[config.mk]
export PLATFORM = sky130hd
export DESIGN_NAME = matmul_op_sequencer
export DESIGN_NICKNAME = d
export VERILOG_FILES = /design/src/rtl/matmul_op_sequencer.sv
export SDC_FILE = /design/constraint.sdc
export NUM_CORES = 1
export LEC_CHECK = 0
export ABC_AREA = 0
export CORE_MARGIN = 1
export CORE_UTILIZATION = 42
export CTS_CLUSTER_DIAMETER = 30
export DETAILED_ROUTE_END_ITERATION = 8
export MAX_ROUTING_LAYER = met4
export PLACE_DENSITY = 0.95
export SYNTH_ARGS = -nofsm -noshare
export SYNTH_HDL_FRONTEND = slang
export SYNTH_SLANG_ARGS = --single-unit
[constraint.sdc]
create_clock -name clk -period 4 [get_ports clk]
set_input_delay 0.8 -clock clk [delete_from_list [all_inputs] [get_ports clk]]
set_output_delay 0.8 -clock clk [all_outputs]
set_load 0.02 [all_outputs]
[src/rtl/matmul_op_sequencer.sv]
// Purpose: sequences one matrix multiply: clear array, stream masked A/B rows, drain, pulse done.
// Latency: start_bit sampled in IDLE -> done 16 cycles later at default parameters, independent of dims.
// Backpressure: none; rows stream one per cycle and start_bit is ignored while busy.
//
// Ports:
//   clk, reset               clock and synchronous active-high reset
//   start_bit, dim_n/k/m     operation request and matrix dimensions (minus 1), latched in IDLE
//   rd_addr_a/b, rd_data_a/b register-file read ports for operands A and B
//   row_a, row_b, row_valid,
//   row_idx                  masked operand rows to the padding/skew stage (registered)
//   array_clear, busy, done,
//   op_lock                  array control and status
module matmul_op_sequencer #(
    parameter int data_width   = 16,
    parameter int bus_width    = 64,
    parameter int a_base       = 4,
    parameter int b_base       = 8,
    parameter int drain_cycles = 10
) (
    input  logic                                        clk,
    input  logic                                        reset,
    input  logic                                        start_bit,
    input  logic [1:0]                                  dim_n,
    input  logic [1:0]                                  dim_k,
    input  logic [1:0]                                  dim_m,
    output logic [4:0]                                  rd_addr_a,
    input  logic [bus_width-1:0]                        rd_data_a,
    output logic [4:0]                                  rd_addr_b,
    input  logic [bus_width-1:0]                        rd_data_b,
    output logic [bus_width-1:0]                        row_a,
    output logic [bus_width-1:0]                        row_b,
    output logic                                        row_valid,
    output logic [$clog2(bus_width/data_width)-1:0]     row_idx,
    output logic                                        array_clear,
    output logic                                        busy,
    output logic                                        done,
    output logic                                        op_lock
);

    localparam int max_dim = bus_width / data_width;
    localparam int idx_w   = $clog2(max_dim);
    localparam int drain_w = $clog2(drain_cycles + 1);

    localparam logic [idx_w-1:0]   last_idx   = idx_w'(max_dim - 1);
    localparam logic [drain_w-1:0] last_drain = drain_w'(drain_cycles - 1);

    typedef enum logic [2:0] {
        IDLE,
        CLEAR,
        STREAM,
        DRAIN,
        DONE
    } state_t;

    state_t               state_q;
    state_t               state_d;
    logic [idx_w-1:0]     idx_q;
    logic [drain_w-1:0]   drain_cnt_q;
    logic [1:0]           n_q;
    logic [1:0]           k_q;
    logic [1:0]           m_q;
    logic [bus_width-1:0] mask_a;
    logic [bus_width-1:0] mask_b;

    // State register
    always_ff @(posedge clk) begin
        if (reset) begin
            state_q <= IDLE;
        end else begin
            state_q <= state_d;
        end
    end

    // Next-state logic
    always_comb begin
        state_d = state_q;
        unique case (state_q)
            IDLE:    if (start_bit) state_d = CLEAR;
            CLEAR:   state_d = STREAM;
            STREAM:  if (idx_q == last_idx) state_d = DRAIN;
            DRAIN:   if (drain_cnt_q == last_drain) state_d = DONE;
            DONE:    state_d = IDLE;
            default: state_d = IDLE;
        endcase
    end

    assign busy        = (state_q != IDLE);
    assign op_lock     = busy;
    assign array_clear = (state_q == CLEAR);
    assign done        = (state_q == DONE);

    // Read addresses follow the row index only while streaming; they read
    // as zero while reset is held so the whole port is quiet during reset.
    always_comb begin
        rd_addr_a = 5'(a_base);
        rd_addr_b = 5'(b_base);
        if (reset) begin
            rd_addr_a = '0;
            rd_addr_b = '0;
        end else if (state_q == STREAM) begin
            rd_addr_a = 5'(a_base) + 5'(idx_q);
            rd_addr_b = 5'(b_base) + 5'(idx_q);
        end
    end

    // A is n x k: row idx beyond n or lane beyond k is outside the matrix.
    // B is k x m: row idx beyond k or lane beyond m is outside the matrix.
    always_comb begin
        mask_a = '0;
        mask_b = '0;
        for (int l = 0; l < max_dim; l++) begin
            if ((int'(idx_q) <= int'(n_q)) && (l <= int'(k_q))) begin
                mask_a[l*data_width +: data_width] = rd_data_a[l*data_width +: data_width];
            end
            if ((int'(idx_q) <= int'(k_q)) && (l <= int'(m_q))) begin
                mask_b[l*data_width +: data_width] = rd_data_b[l*data_width +: data_width];
            end
        end
    end

    // Datapath: latched dims, counters and registered row outputs
    always_ff @(posedge clk) begin
        if (reset) begin
            n_q         <= '0;
            k_q         <= '0;
            m_q         <= '0;
            idx_q       <= '0;
            drain_cnt_q <= '0;
            row_a       <= '0;
            row_b       <= '0;
            row_valid   <= 1'b0;
            row_idx     <= '0;
        end else begin
            // Dims are captured only on the accepted start so the operation
            // is immune to dim_* changes until it finishes.
            if (state_q == IDLE && start_bit) begin
                n_q <= dim_n;
                k_q <= dim_k;
                m_q <= dim_m;
            end

            idx_q       <= (state_q == STREAM) ? idx_q + idx_w'(1) : '0;
            drain_cnt_q <= (state_q == DRAIN) ? drain_cnt_q + drain_w'(1) : '0;

            row_valid <= (state_q == STREAM);
            row_idx   <= (state_q == STREAM) ? idx_q  : '0;
            row_a     <= (state_q == STREAM) ? mask_a : '0;
            row_b     <= (state_q == STREAM) ? mask_b : '0;
        end
    end

endmodule

; ---- Yosys cells after proc, flatten, opt, wreduce, memory -nomap -nowiden
; Index checks and enable logic that the tools add are counted.
[classes]
bitwise = 10
magnitude_cmp = 8
eq_ne = 9
muxes = 8
add_sub_neg = 4
n_reduce_logical = 20
[ops]
columns = op, n
row1 = $reduce_or 3->1, 8
row2 = $pmux 3 s4, 1
row3 = $mux 5, 2
row4 = $not 1->1, 10
row5 = $mux 3, 3
row6 = $le 2x2->1 const A, 4
row7 = $mux 4, 2
row8 = $logic_and 1x1->1, 7
row9 = $eq 3x2->1 const B, 2
row10 = $ne 2x2->1 const B, 3
row11 = $add 4x2->5 const A, 1
row12 = $add 3x2->4 const A, 1
row13 = $add 4x1->4 const B, 1
row14 = $eq 4x4->1 const B, 1
row15 = $le 1x2->1 const A, 2
row16 = $le 2x2->1, 2
row17 = $reduce_or 2->1, 2
row18 = $eq 3x1->1 const B, 1
row19 = $eq 3x3->1 const B, 1
row20 = $logic_not 3->1, 1
row21 = $reduce_and 3->1, 1
row22 = $reduce_bool 3->1, 1
row23 = $add 2x1->2 const B, 1
row24 = $eq 2x2->1 const B, 1
[totals]
word_cells = 75
out_inout_bits = 145
register_bits = 146

; ---- Logic depth before layout (Yosys ltp)
[depth]
depth_word = 4
ltp_mapped = 8
mapped_depth_nobuf = 5

; ---- Least setup slack after synthesis
; Ideal clock, no wire load.
[synth_timing]
path_kind = input-to-output
from = in reset
to = out rd_addr_b[0]
path_stages = 7
required_ns = 3.200
path_buffers = 5
t_arrival_ns = 2.370
slack_ns = 0.830
cell_sequence = buf_2 -> or4b_1 -> buf_2 -> buf_6 -> buf_6 -> nor2_1 -> buf_4
[synth_between]
elab_chain_len = 1
[synth_rtl]
columns = element, line_no
row1 = "start, declared", 21  ; input logic reset,
row2 = $mux 5, 97  ; if (reset) begin
row3 = "end, declared", 28  ; output logic [4:0] rd_addr_b,
; No other way between the ends.

; ---- Worst setup path after layout
[layout_timing]
from = in reset
to = out rd_addr_a[1]
[layout_between]
elab_chain_len = 1
[layout_rtl]
columns = element, line_no
row1 = $mux 4, 97
row2 = "end, declared", 26  ; output logic [4:0] rd_addr_a,
; No other way between the ends.

==> implementation parameters <==
Parameter                              Value

GRT
  Global Route Usage Sum    24.28%
  First-pass GRT wire length    about 23,000 um
  Antenna violations before repair    0
  Maximum number of pins on one net before global-route repair    74
  Gr ovfl total    0
  Number of global-route vias before repair    4,438

Power and ir drop
  Switch Pwr    849.8 uW
  Part of the power in combinational logic    a little under an eighth
  Fraction of power spent switching nets    roughly a quarter
  Clock share of power    a little under half
  VDD IR max    between 200 and 300 uV
  Cell-internal power    2756 uW
  Reg power frac    41.5%
  Lkg Pwr    0.002927 uW
  Power per cell area    423.7 mW/mm2

Clocking
  CTS tree    yes
  Skew-Pair Late Insertion Delay    about 0.42 ns
  H-tree depth reported by CTS    4
  Clock-pin slew of the registers on the worst-case setup and hold paths    0.06 ns
  Maximum number of buffers from clock root to sink    2
  Number of buffers created by CTS    17
  Sinks on the clock net    146
  Post-cts resize count    0
  Hold_buf cts    0
  Clock Tree Root    sky130_fd_sc_hd__clkbuf_16
  Setup bufs post-CTS    0

Synth
  Number of enable flip-flop cells after synthesis    0
  Portion of the post-synthesis area used by sequential elements    56.86%
  Primary FF master, synth    sky130_fd_sc_hd__dfxtp_1
  Area of the mapped netlist    0.005140 mm2
  Gate count after technology mapping    ~480
  Mean cell area of the mapped netlist    10.62 um2
  Synthesis-stage register bit count    146
  FFs w/ async S/R, synth    0%
  Number of different library cells in the post-synthesis netlist    29
  Synthesis Warnings    0

Timing
  Final Worst Setup Slack    0.5874 ns
  Sum Neg Setup Slack    0 ns
  Shortest period the worst path allows    approximately 3.4 ns
  Setup repair after global routing missed its margin    no
  Normalized max-slew margin    33.77%
  Actual transition at the worst max-transition pin    0.9934 ns
  Total count of hold-check failures in the final report    0
  Final setup skew    about 0.0063 ns
  Final Cycle Share    85.32%
  Slew Limit Fails    0
  Achievable clock frequency    0.2930 GHz
  Setup-violating endpoint count in the final report    0

Route
  DR vias    4,315
  Drt via density    4.800
  Final routed DRC violation total    0
  Final routed wire length divided by cell count    16.47 um
  Total wire length    14,800 um
  Post-DRT Antenna Nets    0
  Length of the first detailed-routing pass in iterations    4
  Iteration-0 DRC Markers    288

Cells and area
  Fill cells    ~800
  Ant diodes    0
  Most common cell after layout, fill and taps aside    sky130_fd_sc_hd__clkdlybuf4s50_1
  Fraction of layout cells with a size suffix above 1    15.96%
  P&R area growth vs syn    65.55%
  Net count reported at finish    883
  Commonest cells after routing, fill and taps aside    277 x sky130_fd_sc_hd__clkdlybuf4s50_1, 146 x sky130_fd_sc_hd__dfxtp_1, 99 x sky130_fd_sc_hd__nand2_1

Floorplanning
  Site row count    40
  Height of the die    about 110 um
  Die Outline Area    0.01268 mm2
  Starting density of the core    42.97%
  Placeable core area    0.01196 mm2
  Die Width    112.6 um
  Ports    282

Place
  Number of input and output port buffers inserted    277
  Post-detail-place hpwl    10,530 um
  Worst-case setup slack after placement    0.5755 ns
  Gp weighted congestion    around 0.83

Setup path
  Crit path required time    3.20 ns
  Dominant cell type by count on the critical path    sky130_fd_sc_hd__clkdlybuf4s50_1
  Cell type group with the largest total delay on the critical path    buffers and inverters
  Worst Path Buf+Inv    3
  Arrival time at the worst endpoint    2.61 ns
  Max FO, Critical Path    4
  Critical Path Max Stage Delay    0.61 ns
  Cell with the biggest individual delay on the critical path    sky130_fd_sc_hd__clkdlybuf4s50_1
  Critical Setup Path Class    input port to output pin
  Element type at the critical path start    input port
  Crit path capture type    output pin
  Cells along the critical path    clkdlybuf4s50_1, or4b_4, inv_1, and2_1, clkdlybuf4s50_1

Hold path
  Path category of the worst min-delay check    register to register

Run
  Max-capacitance violation count    0

Outcome
  Run status    finished, final reports clean
-- synth_stat cells, types with 2 or more instances --
master / instances / area (um2)
sky130_fd_sc_hd__nor3_1: 52 / 260.3
sky130_fd_sc_hd__inv_1: 7 / 26.28
sky130_fd_sc_hd__buf_4: 8 / 60.06
sky130_fd_sc_hd__mux2i_1: 7 / 70.07
sky130_fd_sc_hd__dfxtp_1: 146 / 2923
sky130_fd_sc_hd__buf_2: 11 / 55.05
sky130_fd_sc_hd__nor3b_2: 32 / 400.4
sky130_fd_sc_hd__or3_1: 2 / 12.51
sky130_fd_sc_hd__nor2_1: 14 / 52.55
sky130_fd_sc_hd__nor3_2: 45 / 450.4
sky130_fd_sc_hd__or2_2: 2 / 12.51
sky130_fd_sc_hd__a2bb2oi_2: 2 / 30.03
sky130_fd_sc_hd__ha_1: 7 / 87.58
sky130_fd_sc_hd__clkbuf_1: 21 / 78.83
sky130_fd_sc_hd__buf_6: 10 / 112.6
sky130_fd_sc_hd__nor2b_1: 3 / 18.77
sky130_fd_sc_hd__nand2_1: 99 / 371.6
sky130_fd_sc_hd__and2_1: 5 / 31.28
-- layout make-up --
cell class                 count  area, um2  area share (%)
tap                          147      183.9           2.161
inverter                       7      26.28          0.3088
clock buffer                  20      456.7           5.367
timing repair buffer         283       2818           33.11
sequential                   146       2923           34.35
multi-input combinational    284       1922           22.58
clock inverter                12      180.2           2.117
-- registers in the layout (all words and copies together), names as in the netlist, 2 cells and up --
| signal | cells |
|---|---|
| idx_q | 2 |
| drain_cnt_q | 4 |
| n_q | 2 |
| row_b | 64 |
| m_q | 2 |
| k_q | 2 |
| row_a | 64 |
| row_idx | 2 |
| state_q | 3 |
-- worst paths after layout --
kind / from / to / slack [ns] / depth (start not counted)
worst max-delay path: reset / rd_addr_a[1] / 0.59 / 5
worst min-delay path: idx_q[0] / idx_q[0] / 0.46 / 1
worst max register to register: k_q[1] / row_b[40] / 1.41 / 6
worst min register to register: idx_q[0] / idx_q[0] / 0.46 / 1
-- kinds of logic (layout without fill, tap and decap cells) --
logic type / count (synthesis) / count (layout) / synth area share (%)
adder cells (fa/ha/maj): 7 / 7 / 1.704
multiplexers: 7 / 7 / 1.363
flip-flops: 146 / 146 / 56.86
XOR/XNOR: 2 / 2 / 0.3409
AND/OR/NAND/NOR: 259 / 259 / 32.18
AO/OA/AOI/OAI: 5 / 5 / 0.9981
other: 1 / 4 / 0.07296
buffers and inverters: 57 / 322 / 6.475
-- through the flow --
step | utilization, % | hold WS [ns] | cells | total power (uW) | area (um2)
2_1_floorplan | - | 0.4173 | 487 | 1753 | 5151
3_3_place_gp | 65.82 | 0.4310 | 867 | 1935 | 7873
3_5_place_dp | 65.82 | 0.4575 | 867 | 1948 | 7873
4_1_cts | 71.14 | 0.4693 | 899 | 3630 | 8509
5_1_grt | 71.14 | 0.4873 | 899 | 3727 | 8509
6_report | 71.14 | 0.4629 | 899 | 3606 | 8509
-- power groups by stage --
stage	clock network, uW	registers (uW)	logic, uW
after detailed placement	0	1530	420
after global routing	1780	1500	452
final	1690	1500	423
after floorplan	0	1530	221
after CTS	1710	1500	424
after global placement	0	1530	408
-- worst reg2reg max path: cells and delay by family (launching register included) --
family	cells	cell delay (ns)
compound gates	1	0.15
fa+ha+maj	1	0.36
buf+inv	2	0.70
flops	1	0.76
simple gates	2	0.44
-- metal layers --
| metal | global-route usage [%] | vias to the layer above | part of all wire [%] |
|---|---|---|---|
| met5 | - | - | 0 |
| met4 | 12.44 | 0 | 3.4 |
| met3 | 6.857 | 39 | 6.2 |
| met2 | 41.93 | 188 | 52 |
| met1 | 25.19 | 1998 | 38 |
| li1 | - | 2090 | - |
(Power assumes the default switching activity.)
